===== src/rtl/adc_avm_sequencer.sv =====
`default_nettype none
// ============================================================================
//  Module      : adc_avm_sequencer
//  Description : Avalon-MM host that configures the ADC board register block,
//                reads channel A/B sample pairs and shuts the ADC down again.
//  Revision    : 1.0 - initial release
// ============================================================================
module adc_avm_sequencer #(
    parameter int CNT_W        = 16,
    parameter int READ_LATENCY = 1,
    parameter int GAP_CYCLES   = 0
) (
    input  logic             main_clk,
    input  logic             rst,
    input  logic             start,
    input  logic             abort,
    input  logic [1:0]       cfg_gain_a,
    input  logic [1:0]       cfg_gain_b,
    input  logic             cfg_sig_en,
    input  logic             cfg_sig_freq,
    input  logic [1:0]       cfg_led_mode,
    input  logic [CNT_W-1:0] num_samples,
    output logic             busy,
    output logic             done,
    output logic             sample_valid,
    output logic [7:0]       sample_cha,
    output logic [7:0]       sample_chb,
    output logic [3:0]       address,
    output logic             read,
    output logic             write,
    output logic [7:0]       writedata,
    input  logic [7:0]       readdata
);

    localparam logic [3:0] S_IDLE   = 4'd0;
    localparam logic [3:0] S_CFG    = 4'd1;
    localparam logic [3:0] S_RD_A   = 4'd2;
    localparam logic [3:0] S_WAIT_A = 4'd3;
    localparam logic [3:0] S_RD_B   = 4'd4;
    localparam logic [3:0] S_WAIT_B = 4'd5;
    localparam logic [3:0] S_GAP    = 4'd6;
    localparam logic [3:0] S_OFF    = 4'd7;
    localparam logic [3:0] S_DONE   = 4'd8;

    localparam int               LAT_IDX   = READ_LATENCY - 1;
    localparam logic [1:0]       WAIT_LAST = 2'(READ_LATENCY - 1);
    localparam logic [CNT_W-1:0] GAP_LAST  = CNT_W'((GAP_CYCLES > 0) ? GAP_CYCLES - 1 : 0);
    localparam logic [CNT_W-1:0] ONE       = CNT_W'(1);

    logic [3:0]              state_q, state_d;
    logic [2:0]              step_q, step_d;
    logic [1:0]              wcnt_q, wcnt_d;
    logic [CNT_W-1:0]        gcnt_q, gcnt_d;
    logic [CNT_W-1:0]        rem_q, rem_d;
    logic [1:0]              ga_q, ga_d, gb_q, gb_d, led_q, led_d;
    logic                    se_q, se_d, sf_q, sf_d;
    logic [7:0]              hold_q, hold_d;
    // Read-in-flight tracker: bit i set means a read strobe was issued i+1
    // cycles ago; chan_q records which channel (address bit 0) it targeted.
    logic [READ_LATENCY-1:0] pipe_q, pipe_d;
    logic [READ_LATENCY-1:0] chan_q, chan_d;
    logic                    busy_q, busy_d, done_q, done_d, valid_q, valid_d;
    logic [7:0]              cha_q, cha_d, chb_q, chb_d;
    logic [3:0]              addr_q, addr_d;
    logic                    rd_q, rd_d, wr_q, wr_d;
    logic [7:0]              wd_q, wd_d;

    // Next-state logic: sequencing, bus strobes and readdata capture
    always_comb begin
        state_d = state_q;  step_d = step_q;  wcnt_d = wcnt_q;
        gcnt_d  = gcnt_q;   rem_d  = rem_q;   hold_d = hold_q;
        ga_d    = ga_q;     gb_d   = gb_q;    led_d  = led_q;
        se_d    = se_q;     sf_d   = sf_q;
        busy_d  = busy_q;   done_d = 1'b0;    valid_d = 1'b0;
        cha_d   = cha_q;    chb_d  = chb_q;
        addr_d  = addr_q;   wd_d   = wd_q;    rd_d = 1'b0;  wr_d = 1'b0;

        pipe_d[0] = rd_q;
        chan_d[0] = addr_q[0];
        for (int i = 1; i < READ_LATENCY; i++) begin
            pipe_d[i] = pipe_q[i-1];
            chan_d[i] = chan_q[i-1];
        end

        // readdata is valid exactly READ_LATENCY cycles after the strobe
        if (pipe_q[LAT_IDX]) begin
            if (!chan_q[LAT_IDX]) begin
                hold_d = readdata;
            end else begin
                cha_d   = hold_q;
                chb_d   = readdata;
                valid_d = 1'b1;
                rem_d   = rem_q - ONE;
            end
        end

        case (state_q)
            S_IDLE: begin
                // done_q high means the DONE cycle is still showing; ignore start
                if (start && !done_q) begin
                    ga_d    = cfg_gain_a;
                    gb_d    = cfg_gain_b;
                    se_d    = cfg_sig_en;
                    sf_d    = cfg_sig_freq;
                    led_d   = cfg_led_mode;
                    rem_d   = num_samples;
                    busy_d  = 1'b1;
                    step_d  = 3'd0;
                    state_d = S_CFG;
                end
            end
            S_CFG: begin
                wr_d   = 1'b1;
                step_d = step_q + 3'd1;
                case (step_q)
                    3'd0:    begin addr_d = 4'd4; wd_d = {6'd0, ga_q};  end
                    3'd1:    begin addr_d = 4'd5; wd_d = {6'd0, gb_q};  end
                    3'd2:    begin addr_d = 4'd6; wd_d = {7'd0, se_q};  end
                    3'd3:    begin addr_d = 4'd7; wd_d = {7'd0, sf_q};  end
                    3'd4:    begin addr_d = 4'd8; wd_d = {6'd0, led_q}; end
                    default: begin
                        addr_d  = 4'd1;
                        wd_d    = 8'd1;
                        state_d = (rem_q == '0) ? S_OFF : S_RD_A;
                    end
                endcase
            end
            S_RD_A: begin
                rd_d    = 1'b1;
                addr_d  = 4'd2;
                wcnt_d  = 2'd0;
                state_d = S_WAIT_A;
            end
            S_WAIT_A: begin
                if (wcnt_q == WAIT_LAST) state_d = S_RD_B;
                else                     wcnt_d  = wcnt_q + 2'd1;
            end
            S_RD_B: begin
                rd_d    = 1'b1;
                addr_d  = 4'd3;
                wcnt_d  = 2'd0;
                state_d = S_WAIT_B;
            end
            S_WAIT_B: begin
                if (wcnt_q != WAIT_LAST) begin
                    wcnt_d = wcnt_q + 2'd1;
                end else if (rem_q == ONE || abort) begin
                    // The pair just read has not been counted yet, hence ONE
                    state_d = S_OFF;
                end else if (GAP_CYCLES == 0) begin
                    state_d = S_RD_A;
                end else begin
                    gcnt_d  = '0;
                    state_d = S_GAP;
                end
            end
            S_GAP: begin
                if (gcnt_q == GAP_LAST) state_d = S_RD_A;
                else                    gcnt_d  = gcnt_q + ONE;
            end
            S_OFF: begin
                // Let the last pair land before switching the ADC off
                if (pipe_q == '0 && !rd_q) begin
                    wr_d    = 1'b1;
                    addr_d  = 4'd1;
                    wd_d    = 8'd0;
                    state_d = S_DONE;
                end
            end
            S_DONE: begin
                done_d  = 1'b1;
                busy_d  = 1'b0;
                state_d = S_IDLE;
            end
            default: state_d = S_IDLE;
        endcase
    end

    // State and output registers with synchronous reset
    always_ff @(posedge main_clk) begin
        if (rst) begin
            state_q <= S_IDLE; step_q <= '0; wcnt_q <= '0; gcnt_q <= '0; rem_q <= '0;
            ga_q <= '0; gb_q <= '0; led_q <= '0; se_q <= 1'b0; sf_q <= 1'b0;
            hold_q <= '0; pipe_q <= '0; chan_q <= '0;
            busy_q <= 1'b0; done_q <= 1'b0; valid_q <= 1'b0;
            cha_q <= '0; chb_q <= '0; addr_q <= '0; rd_q <= 1'b0; wr_q <= 1'b0; wd_q <= '0;
        end else begin
            state_q <= state_d; step_q <= step_d; wcnt_q <= wcnt_d; gcnt_q <= gcnt_d; rem_q <= rem_d;
            ga_q <= ga_d; gb_q <= gb_d; led_q <= led_d; se_q <= se_d; sf_q <= sf_d;
            hold_q <= hold_d; pipe_q <= pipe_d; chan_q <= chan_d;
            busy_q <= busy_d; done_q <= done_d; valid_q <= valid_d;
            cha_q <= cha_d; chb_q <= chb_d; addr_q <= addr_d; rd_q <= rd_d; wr_q <= wr_d; wd_q <= wd_d;
        end
    end

    assign busy         = busy_q;
    assign done         = done_q;
    assign sample_valid = valid_q;
    assign sample_cha   = cha_q;
    assign sample_chb   = chb_q;
    assign address      = addr_q;
    assign read         = rd_q;
    assign write        = wr_q;
    assign writedata    = wd_q;

endmodule
`default_nettype wire


===== config.mk =====
export PLATFORM = sky130hd
export DESIGN_NAME = adc_avm_sequencer
export DESIGN_NICKNAME = d
export VERILOG_FILES = /design/src/rtl/adc_avm_sequencer.sv
export SDC_FILE = /design/constraint.sdc
export NUM_CORES = 1
export LEC_CHECK = 0
export BUFFER_PORTS_ARGS = -buffer_cell sky130_fd_sc_hd__buf_4
export CAP_MARGIN = 20
export CORE_ASPECT_RATIO = 0.6
export CORE_UTILIZATION = 30
export DETAILED_ROUTE_END_ITERATION = 6
export MAX_ROUTING_LAYER = met4
export PLACE_DENSITY = 0.58
export SLEW_MARGIN = 20
export SYNTH_ARGS = -nofsm -noshare
export SYNTH_HDL_FRONTEND = slang
export SYNTH_SLANG_ARGS = --single-unit

===== constraint.sdc =====
create_clock -name main_clk -period 1.9 [get_ports main_clk]
set_input_delay 0.19 -clock main_clk [delete_from_list [all_inputs] [get_ports main_clk]]
set_output_delay 0.19 -clock main_clk [all_outputs]
set_load 0.02 [all_outputs]

==> key figures <==
Global routing
  • GRT overflow: 0
  • Initial antenna violation count: 0
  • Met3 usage: ~3.7%
  • Most Crowded Layer GR: met2
  • Vias in the first global route: around 3400
  • Largest net degree at the start of global routing: 39
  • M2 GR Usage: between 20% and 30%
  • Met1 Usage GRT: 20.80%
  • Gr usage total: between 10% and 20%
  • First-pass GRT wire length: 16570 µm

STA
  • Tmin final: roughly 1.8 ns
  • Worst-margin pin slew: 0.5955 ns
  • Unrepaired setup endpoints after global routing: true
  • Hold Violations, Final: 0
  • FMAX: about 550 MHz
  • Skew final: roughly 0.0074 ns
  • Crit share post-route: 96.29%
  • Final setup vio count: 0
  • Hold slack: 0.1012 ns
  • Final TNS setup: 0 ns
  • Slew Limit Fails: 0
  • Slew headroom: 60.30%

Detailed routing
  • Residual DRC count: 0
  • Routed len/inst: 13.37 µm
  • Final wirelength: 9656 µm
  • Overall via count from detail_route: 3506
  • Router iterations before antenna repair: 6
  • 1st-iter DRT viols: 215
  • ANT nets after route: 0
  • DR vias/cell: 4.856

Power
  • Peak supply drop: 0.5899 mV
  • Pwr dens: 1123 mW/mm²
  • Leak Pwr: between 2 and 2.5 nW

Synth
  • Cells after Synth: 475
  • Post-Syn Area: 0.004076 mm²
  • Syn_area_per_cell: around 8.6 µm²
  • Ys async rst share: 0%
  • Synthesized flop and latch total: 86
  • Primary FF master, synth: dfxtp_1
  • Synth cell types: between 50 and 60
  • Seq/Total Area, Yosys: a little over two fifths
  • Post-synth EDFFs: 0
  • YS warnings: 0

Worst setup path
  • CP max stage cell: or4b_4
  • Start of the worst register-to-register path: state_q[3]
  • Worst Path Required: 2.13 ns
  • CP Max Fanout: 9
  • Type of the worst setup path: reg2reg
  • Worst R2R Setup Slack: 0.07 ns
  • Max incr delay on CP: ~0.62 ns
  • Worst R2R Path Depth: 5
  • CP cell instances: or4b_4 -> nor3_4 -> nor4_4 -> buf_4 -> a41o_1
  • Crit end category: register
  • CP startpoint kind: register
  • RR Endpoint: state_q[2]
  • Arr. time, crit path: 2.06 ns

Cells and area
  • Post-layout util: 39.66%
  • Layout Nets: 593
  • Share of cells above drive strength 1: around a quarter
  • Design area: 0.005176 mm²
  • Commonest non-fill, non-tap cell in the layout: buf_4
  • Synthesis-to-layout area growth: 26.98%
  • Most frequent cells in the layout: buf_4, dfxtp_1, nand2_1
  • N_diodes: 0

Floorplanning
  • Initial core utilization: 31.23%
  • Core area: around 0.013 mm²
  • IO Pins: 69
  • Chip Width: roughly 150 µm
  • Chip height: 92.30 µm
  • Total Die Area: 0.01407 mm²
  • Rows: 32

Clock network
  • Clock transition at path regs: 0.06 ns
  • CTS max path bufs: 2
  • Clk_lat worst skew: between 0.3 and 0.4 ns
  • Htree depth: 3
  • Total CTS buffers: 9
  • # hold bufs at CTS: 0
  • CTS sink cnt: 86
  • Clk root buf: clkbuf_16
  • CTS tree: yes

Outcome
  • Status: complete, no violations

Placed design
  • Post-DP HPWL: 7015 µm
  • Area after DPL: 0.004793 mm²
  • Gp weighted congestion: 0.8705
  • I/O Buffers: 62

Job
  • Max_cap viols: 0

Hold path
  • Min-Delay Path Class: in2reg
  • WHS Endpoint: se_q
  • WHS Path Cells: 3
  • Hold path startpoint: cfg_sig_en
-- area by class of cell --
type,instances,area (µm²)
clock buffers,13,250.2
multi-input cells,349,2232
well taps,170,212.7
inverters,12,45.04
flip-flops and latches,86,1732
repair buffers,89,684.4
clock inverters,3,20.02
fillers,1343,7876
-- logic make-up after synthesis --
logic type      after synthesis  share of synthesized area (%)
flops                        86                          42.23
compound gates               86                          13.35
mux                           9                          2.210
simple gates                211                          28.08
buf+inv                      45                          5.156
fa+ha+maj                    10                          3.069
xor+xnor                     27                          5.801
other cells                   1                        0.09199
-- routing by layer --
layer / vias to the layer above / wire length, µm
li1: 1792 / -
met1: 1648 / 4982
met2: 55 / 4195
met3: 11 / 390
met4: 0 / 87
met5: - / 0
-- critical path, delay by kind of cell, from the launching register on --
family          cells  cell delay (ns)
flops               1             0.39
buf+inv             1             0.16
simple gates        3             0.94
compound gates      1             0.22
-- flip-flops by register name, summed over array words and instances, names as in the netlist, 2 cells and up --
register / flops
wcnt_q: 2
gb_q: 2
hold_q: 8
led_q: 2
gcnt_q: 16
ga_q: 2
step_q: 3
state_q: 4
sample_cha: 8
address: 4
writedata: 2
sample_chb: 8
rem_q: 16
-- cell usage after synthesis (11+ instances only) --
master | count | area share (%)
xor2_1 | 16 | 3.4
nand3_1 | 12 | 1.5
clkbuf_1 | 21 | 1.9
nor2_1 | 57 | 5.2
a21oi_1 | 36 | 4.4
dfxtp_1 | 86 | 42
inv_1 | 12 | 1.1
nand2_1 | 67 | 6.2
o21ai_0 | 13 | 1.6
a211oi_1 | 15 | 2.8
xnor2_1 | 11 | 2.4
-- what timing repair did --
action	in CTS	in global routing
pin swaps	5	4
endpoints found under the setup margin	5	21
resized for setup	6	20
setup buffers	3	2
-- worst max path at each step --
| stage | startpoint | to | slack [ns] | cells after the start |
|---|---|---|---|---|
| 2_1_floorplan | step_q[1] | address[1] | 0.02 | 7 |
| 3_3_place_gp | step_q[1] | address[1] | -0.005 | 7 |
| 3_5_place_dp | step_q[1] | address[1] | -0.08 | 7 |
| 4_1_cts | step_q[0] | state_q[2] | 0.006 | 7 |
| 5_1_grt | step_q[0] | state_q[1] | -0.07 | 8 |
| 6_report | state_q[3] | state_q[2] | 0.07 | 5 |
-- power by group --
group          total, mW  switching (mW)  internal (mW)
Combinational       1.92            1.02          0.902
Sequential          2.29           0.249           2.05
Clock               1.60           0.679          0.920
-- through the flow --
step	cells	total power, mW	setup WS (ns)
floorplan	480	3.531	0.01766
global placement	702	4.076	-0.004818
detailed placement	702	4.102	-0.08445
CTS	720	5.778	0.005674
global route	722	6.181	-0.06546
finish	722	5.813	0.07043
(Power assumes the default switching activity.)
